**src/rtl/approx_eval_pkg.sv**
```systemverilog
// Shared types and helpers for exact/approximate circuit evaluators.
// State encoding plus an unsigned error-magnitude function.
package approx_eval_pkg;

  typedef enum logic [1:0] {
    IDLE,
    SWEEP,
    DRAIN,
    DONE
  } state_t;

  localparam int unsigned ERR_W = 16;

  function automatic logic [ERR_W-1:0] abs_err(
    input logic [ERR_W-1:0] a,
    input logic [ERR_W-1:0] b
  );
    return (a >= b) ? (a - b) : (b - a);
  endfunction

endpackage

```
**src/rtl/abs_err_acc.sv**
```systemverilog
// Second stage: per-vector error magnitude and the four sweep statistics.
// Clear wins over valid so a restart always begins from zero.
module abs_err_acc
  import approx_eval_pkg::*;
#(
  parameter int unsigned IN_W  = 4,
  parameter int unsigned OUT_W = 3,
  parameter int unsigned ET    = 4
) (
  input  logic                  clk,
  input  logic                  rst_n,
  input  logic                  clr,
  input  logic                  valid,
  input  logic [OUT_W-1:0]      exact,
  input  logic [OUT_W-1:0]      approx,
  output logic [OUT_W-1:0]      max_err,
  output logic [IN_W:0]         err_cnt,
  output logic [OUT_W+IN_W-1:0] err_sum,
  output logic                  violation
);

  logic [OUT_W-1:0]      w_d;
  logic                  w_nz;
  logic                  w_over;
  logic [OUT_W-1:0]      r_max;
  logic [IN_W:0]         r_cnt;
  logic [OUT_W+IN_W-1:0] r_sum;
  logic                  r_viol;

  assign w_d    = OUT_W'(abs_err(ERR_W'(exact), ERR_W'(approx)));
  assign w_nz   = (w_d != '0);
  assign w_over = (32'(w_d) > ET);

  always_ff @(posedge clk or negedge rst_n) begin
    if (!rst_n) begin
      r_max  <= '0;
      r_cnt  <= '0;
      r_sum  <= '0;
      r_viol <= 1'b0;
    end else if (clr) begin
      r_max  <= '0;
      r_cnt  <= '0;
      r_sum  <= '0;
      r_viol <= 1'b0;
    end else if (valid) begin
      if (w_d > r_max) r_max <= w_d;
      r_cnt  <= r_cnt + (IN_W+1)'(w_nz);
      r_sum  <= r_sum + (OUT_W+IN_W)'(w_d);
      r_viol <= r_viol | w_over;
    end
  end

  assign max_err   = r_max;
  assign err_cnt   = r_cnt;
  assign err_sum   = r_sum;
  assign violation = r_viol;

endmodule

```
**src/rtl/approx_error_monitor.sv**
```systemverilog
// Sweeps every input vector through an exact/approx circuit pair
// and reports max, count and sum of absolute error plus a sticky flag.
module approx_error_monitor
  import approx_eval_pkg::*;
#(
  parameter int unsigned IN_W  = 4,
  parameter int unsigned OUT_W = 3,
  parameter int unsigned ET    = 4
) (
  input  logic                  clk,
  input  logic                  rst_n,
  input  logic                  start,
  output logic [IN_W-1:0]       vec_o,
  input  logic [OUT_W-1:0]      exact_i,
  input  logic [OUT_W-1:0]      approx_i,
  output logic                  busy,
  output logic                  done,
  output logic [OUT_W-1:0]      max_err,
  output logic [IN_W:0]         err_cnt,
  output logic [OUT_W+IN_W-1:0] err_sum,
  output logic                  violation
);

  localparam logic [IN_W-1:0] VEC_LAST = '1;

  state_t           r_state;
  state_t           w_next;
  logic             w_clr;
  logic [IN_W-1:0]  r_vec;
  logic             r_s1_valid;
  logic [OUT_W-1:0] r_s1_exact;
  logic [OUT_W-1:0] r_s1_approx;

  always_ff @(posedge clk or negedge rst_n) begin
    if (!rst_n) r_state <= IDLE;
    else        r_state <= w_next;
  end

  always_comb begin
    w_next = r_state;
    w_clr  = 1'b0;
    unique case (r_state)
      IDLE, DONE: begin
        if (start) begin
          w_next = SWEEP;
          w_clr  = 1'b1;
        end
      end
      SWEEP: begin
        if (r_vec == VEC_LAST) w_next = DRAIN;
      end
      DRAIN: w_next = DONE;
      default: w_next = IDLE;
    endcase
  end

  // Counter parks on the last vector so DONE keeps showing it.
  always_ff @(posedge clk or negedge rst_n) begin
    if (!rst_n) begin
      r_vec <= '0;
    end else if (w_clr) begin
      r_vec <= '0;
    end else if (r_state == SWEEP && r_vec != VEC_LAST) begin
      r_vec <= r_vec + 1'b1;
    end
  end

  always_ff @(posedge clk or negedge rst_n) begin
    if (!rst_n) begin
      r_s1_valid  <= 1'b0;
      r_s1_exact  <= '0;
      r_s1_approx <= '0;
    end else begin
      r_s1_valid <= (r_state == SWEEP);
      if (r_state == SWEEP) begin
        r_s1_exact  <= exact_i;
        r_s1_approx <= approx_i;
      end
    end
  end

  abs_err_acc #(
    .IN_W  (IN_W),
    .OUT_W (OUT_W),
    .ET    (ET)
  ) u_acc (
    .clk       (clk),
    .rst_n     (rst_n),
    .clr       (w_clr),
    .valid     (r_s1_valid),
    .exact     (r_s1_exact),
    .approx    (r_s1_approx),
    .max_err   (max_err),
    .err_cnt   (err_cnt),
    .err_sum   (err_sum),
    .violation (violation)
  );

  assign vec_o = r_vec;
  assign busy  = (r_state == SWEEP) || (r_state == DRAIN);
  assign done  = (r_state == DONE);

endmodule

```
**config.mk**
```make
export PLATFORM = sky130hd
export DESIGN_NAME = approx_error_monitor
export DESIGN_NICKNAME = d
export VERILOG_FILES = /design/src/rtl/approx_eval_pkg.sv /design/src/rtl/abs_err_acc.sv /design/src/rtl/approx_error_monitor.sv
export SDC_FILE = /design/constraint.sdc
export NUM_CORES = 1
export LEC_CHECK = 0
export CAP_MARGIN = 10
export CORE_MARGIN = 3
export CORE_UTILIZATION = 29
export CTS_CLUSTER_SIZE = 24
export DETAILED_ROUTE_END_ITERATION = 12
export PLACE_DENSITY = 0.59
export SLEW_MARGIN = 10
export SYNTH_ARGS = -nofsm -noshare
export SYNTH_HDL_FRONTEND = slang
export SYNTH_SLANG_ARGS = --single-unit
```
**constraint.sdc**
```tcl
create_clock -name clk -period 3.01 [get_ports clk]
set_input_delay 0.602 -clock clk [delete_from_list [all_inputs] [get_ports clk]]
set_output_delay 0.602 -clock clk [all_outputs]
set_load 0.01 [all_outputs]
```
==> key figures <==
Drt
  – Remaining antenna violation count after routing: 0
  – Detailed Route WL: roughly 3300 um
  – 1st-iter DRT viols: 44
  – Routed length per instance: 11.75 um
  – Detailed Routing Iterations Pass 1: 4
  – DRC viols: 0
  – Ratio of routed vias to standard cells: between 4 and 5
  – Via count: 1278

Timing
  – Final-report max-slew violation count: 0
  – Maximum clock frequency: between 300 and 400 MHz
  – Setup-violating endpoint count in the final report: 0
  – Worst hold slack: just over 0.5 ns
  – Pin slew with the least headroom to its limit: just over 0.6 ns
  – Headroom to the max-slew limit: 58.99%
  – Worst Clk Skew: 0.003378 ns
  – Setup repair after global routing missed its margin: false
  – Final hold violations: 0
  – Final period utilization: between 90% and 100%
  – Setup TNS: 0 ns
  – Minimum clock period: roughly 2.8 ns

Floorplan
  – Boundary pin count: 31
  – Floorplan core area: 0.005608 mm2
  – Horizontal extent of the die: 82.63 um
  – Die Outline Area: between 0.006 and 0.007 mm2
  – Starting density of the core: a little under a third
  – Die height: just over 80 um
  – Cell row count: 27

Logic synthesis
  – Cells after Synth: around 170
  – Most used flip-flop cell after synthesis: dfrtp_1
  – Distinct cell type count of the synthesized netlist: 31
  – Proportion of synthesized chip area in sequential cells: 42.62%
  – Fraction of synthesis flops using an asynchronous set or reset pin: 100.0%
  – EDFF count, synth: 0
  – Warnings, synthesis: 0
  – Syn avg cell area: 9.900 um2
  – Area of the mapped netlist: between 0.0015 and 0.002 mm2
  – Number of nets produced by synthesis: 200
  – Synth Register Bits: 29

Pwr
  – Power density cells: 1315 mW/mm2
  – Tot Pwr: ~2900 uW
  – Maximum ir drop on the vdd rail: 0.5684 mV
  – Leakage component of the power: around 0.0010 uW

CTS
  – H-tree depth: 2
  – Maximum clock path buffer count: 2
  – TritonCTS clock tree: built
  – Hold-fix buffers at CTS: 0
  – Clock-pin transition on the worst setup and hold timing paths: around 0.060 ns
  – CTS sink count: 29
  – Clk root buf: clkbuf_8
  – Insertion delay of the later-clocked pin in the worst-skew pair: approximately 0.28 ns
  – Number of clock buffers inserted by TritonCTS: 5

Setup path
  – Cell chain of the critical path: inv_1 -> ha_1 -> inv_2 -> fa_2 -> mux2_4 -> or2_2 -> or2_2 -> ha_1 -> ha_1 -> nand4_1 -> xor2_1 -> nor2_1
  – Class of the most critical setup path: register to register
  – Worst-case reg-to-reg path depth: 12
  – Worst Setup End Kind: register
  – Cell with the largest stage delay on the worst path: fa_2
  – Maximum single-stage delay on the critical path: about 0.47 ns
  – Highest net fanout along the worst path: 4
  – WP data arrival: 2.99 ns
  – Type of element launching the critical path: register
  – Cell mode on critical path: ha_1
  – Data required, critical path: ~3.2 ns

Global route
  – Maximum number of pins on one net before global-route repair: 30
  – Global-route usage over all layers: between 10% and 20%
  – Wire length of the first global-routing pass: slightly below 6000 um
  – Vias in the first global route: between 1000 and 1500
  – Global route total overflow: 0
  – Antenna violations before repair: 0

Final layout
  – Number of nets in the finished design: approximately 240
  – Filler Cells Inserted: just under 600
  – Most frequent cells in the layout: clkdlybuf4s50_1 (30), dfrtp_1 (29), nor2_1 (22)
  – Diodes inserted: 0
  – Area of all placed cells without fillers: 0.002222 mm2
  – Sequential standard cell area: a little over 700 um2
  – Area occupied by multi-input gates: about 920 um2
  – Layout cell share with drive strength beyond 1: a little over a tenth
  – Synth-to-Final Area Change: 30.49%
  – Leading cell type in the layout, fill and taps excluded: clkdlybuf4s50_1

Outcome
  – Result of the run: finished, final reports clean

Placed design
  – Post-placement cell area: around 0.0021 mm2
  – Port buffer count: 30
  – Final weighted congestion in routability-driven placement: around 0.76
  – DPL Wire Length: approximately 2500 um

Run
  – Max capacitance violation total: 0

Worst hold path
  – Worst Hold Path Cells: 2
  – Worst Hold Class: register to register
[worst max-delay path, delay by kind of cell, from the launching register on]
| kind | cells | cell delay [ns] |
|---|---|---|
| muxes | 1 | 0.30 |
| xor gates and xnor gates | 1 | 0.16 |
| buffers and inverters | 2 | 0.13 |
| and+or+nand+nor | 4 | 0.72 |
| DFF | 1 | 0.38 |
| adders and majority gates | 4 | 1.03 |
[layout make-up]
class | instances | share of cell area (%)
repair buffers | 36 | 15.54
clock buffers | 7 | 3.885
well taps | 72 | 4.054
multi-input cells | 125 | 41.50
inverters | 14 | 2.365
flip-flops and latches | 29 | 32.66
[power breakdown]
part / switching [uW] / total, uW / internal, uW
clock network: 137 / 318 / 181
registers: 142 / 669 / 527
logic: 966 / 1940 / 969
[through the flow]
| stage | std cells | utilization, % | setup WS (ns) |
|---|---|---|---|
| 6_report | 283 | 39.63 | 0.1855 |
| 5_1_grt | 283 | 39.63 | 0.002415 |
| 4_1_cts | 281 | 39.13 | 0.1072 |
| 3_5_place_dp | 274 | 37.59 | 0.1286 |
| 3_3_place_gp | 274 | 37.59 | 0.1749 |
| 2_1_floorplan | 172 | - | 0.2156 |
[synthesized netlist by cell type (all sizes together) (2+ instances only)]
cell type	number	share of area [%]
dfrtp	29	43
o31ai	2	0.88
a31oi	2	0.73
mux2	2	1.5
nor2	22	4.8
or2	2	0.73
clkbuf	3	0.66
fa	2	2.4
mux2i	11	6.5
xor2	8	4.1
o21ai	11	3.5
inv	14	3.1
nand2b	2	0.73
a21oi	4	1.2
ha	17	12
nand2	21	4.6
nand4	4	1.5
nor2b	2	0.73
xnor2	4	2.1
[state kept, by name (all words and copies together), names as in the netlist]
name / flops
u_acc.err_sum: 7
u_acc.violation: 1
u_acc.max_err: 3
r_state: 2
r_s1_valid: 1
u_acc.err_cnt: 5
r_s1_exact: 3
vec_o: 4
r_s1_approx: 3
[cell families after synthesis]
| kind of cell | synth area share (%) |
|---|---|
| AND/OR/NAND/NOR | 14.25 |
| flip-flops | 42.62 |
| AO/OA/AOI/OAI | 9.552 |
| adder cells (fa/ha/maj) | 15.43 |
| buffers and inverters | 3.967 |
| multiplexers | 8.009 |
| XOR/XNOR | 6.172 |
[path summary, 6_finish.rpt]
check | start | endpoint | slack [ns]
worst max register to register | r_s1_exact[0]$_DFFE_PN0P_ | u_acc.err_cnt[4]$_DFFE_PN0P_ | 0.19
min in group asynchronous | rst_n | u_acc.max_err[2]$_DFFE_PN0P_ | 0.71
max in group asynchronous | rst_n | r_state[1]$_DFFE_PN0P_ | 2.03
worst min register to register | u_acc.violation$_DFFE_PN0P_ | u_acc.violation$_DFFE_PN0P_ | 0.51
worst max-delay path | r_s1_exact[0]$_DFFE_PN0P_ | u_acc.err_cnt[4]$_DFFE_PN0P_ | 0.19
worst min-delay path | u_acc.violation$_DFFE_PN0P_ | u_acc.violation$_DFFE_PN0P_ | 0.51
[per-layer routing]
layer / track usage [%] / wire (um)
met2: 18.35 / 1550
met4: 4.902 / 58
met3: 3.362 / 148
met1: 14.43 / 1566
met5: 0 / 0
[repair_timing]
item,4_1_cts,5_1_grt
gates resized for setup,0,5
setup buffers,0,2
endpoints found under the setup margin,0,5
endpoints found under the hold margin,0,0
Note: power is estimated with default switching activity, not from simulation.
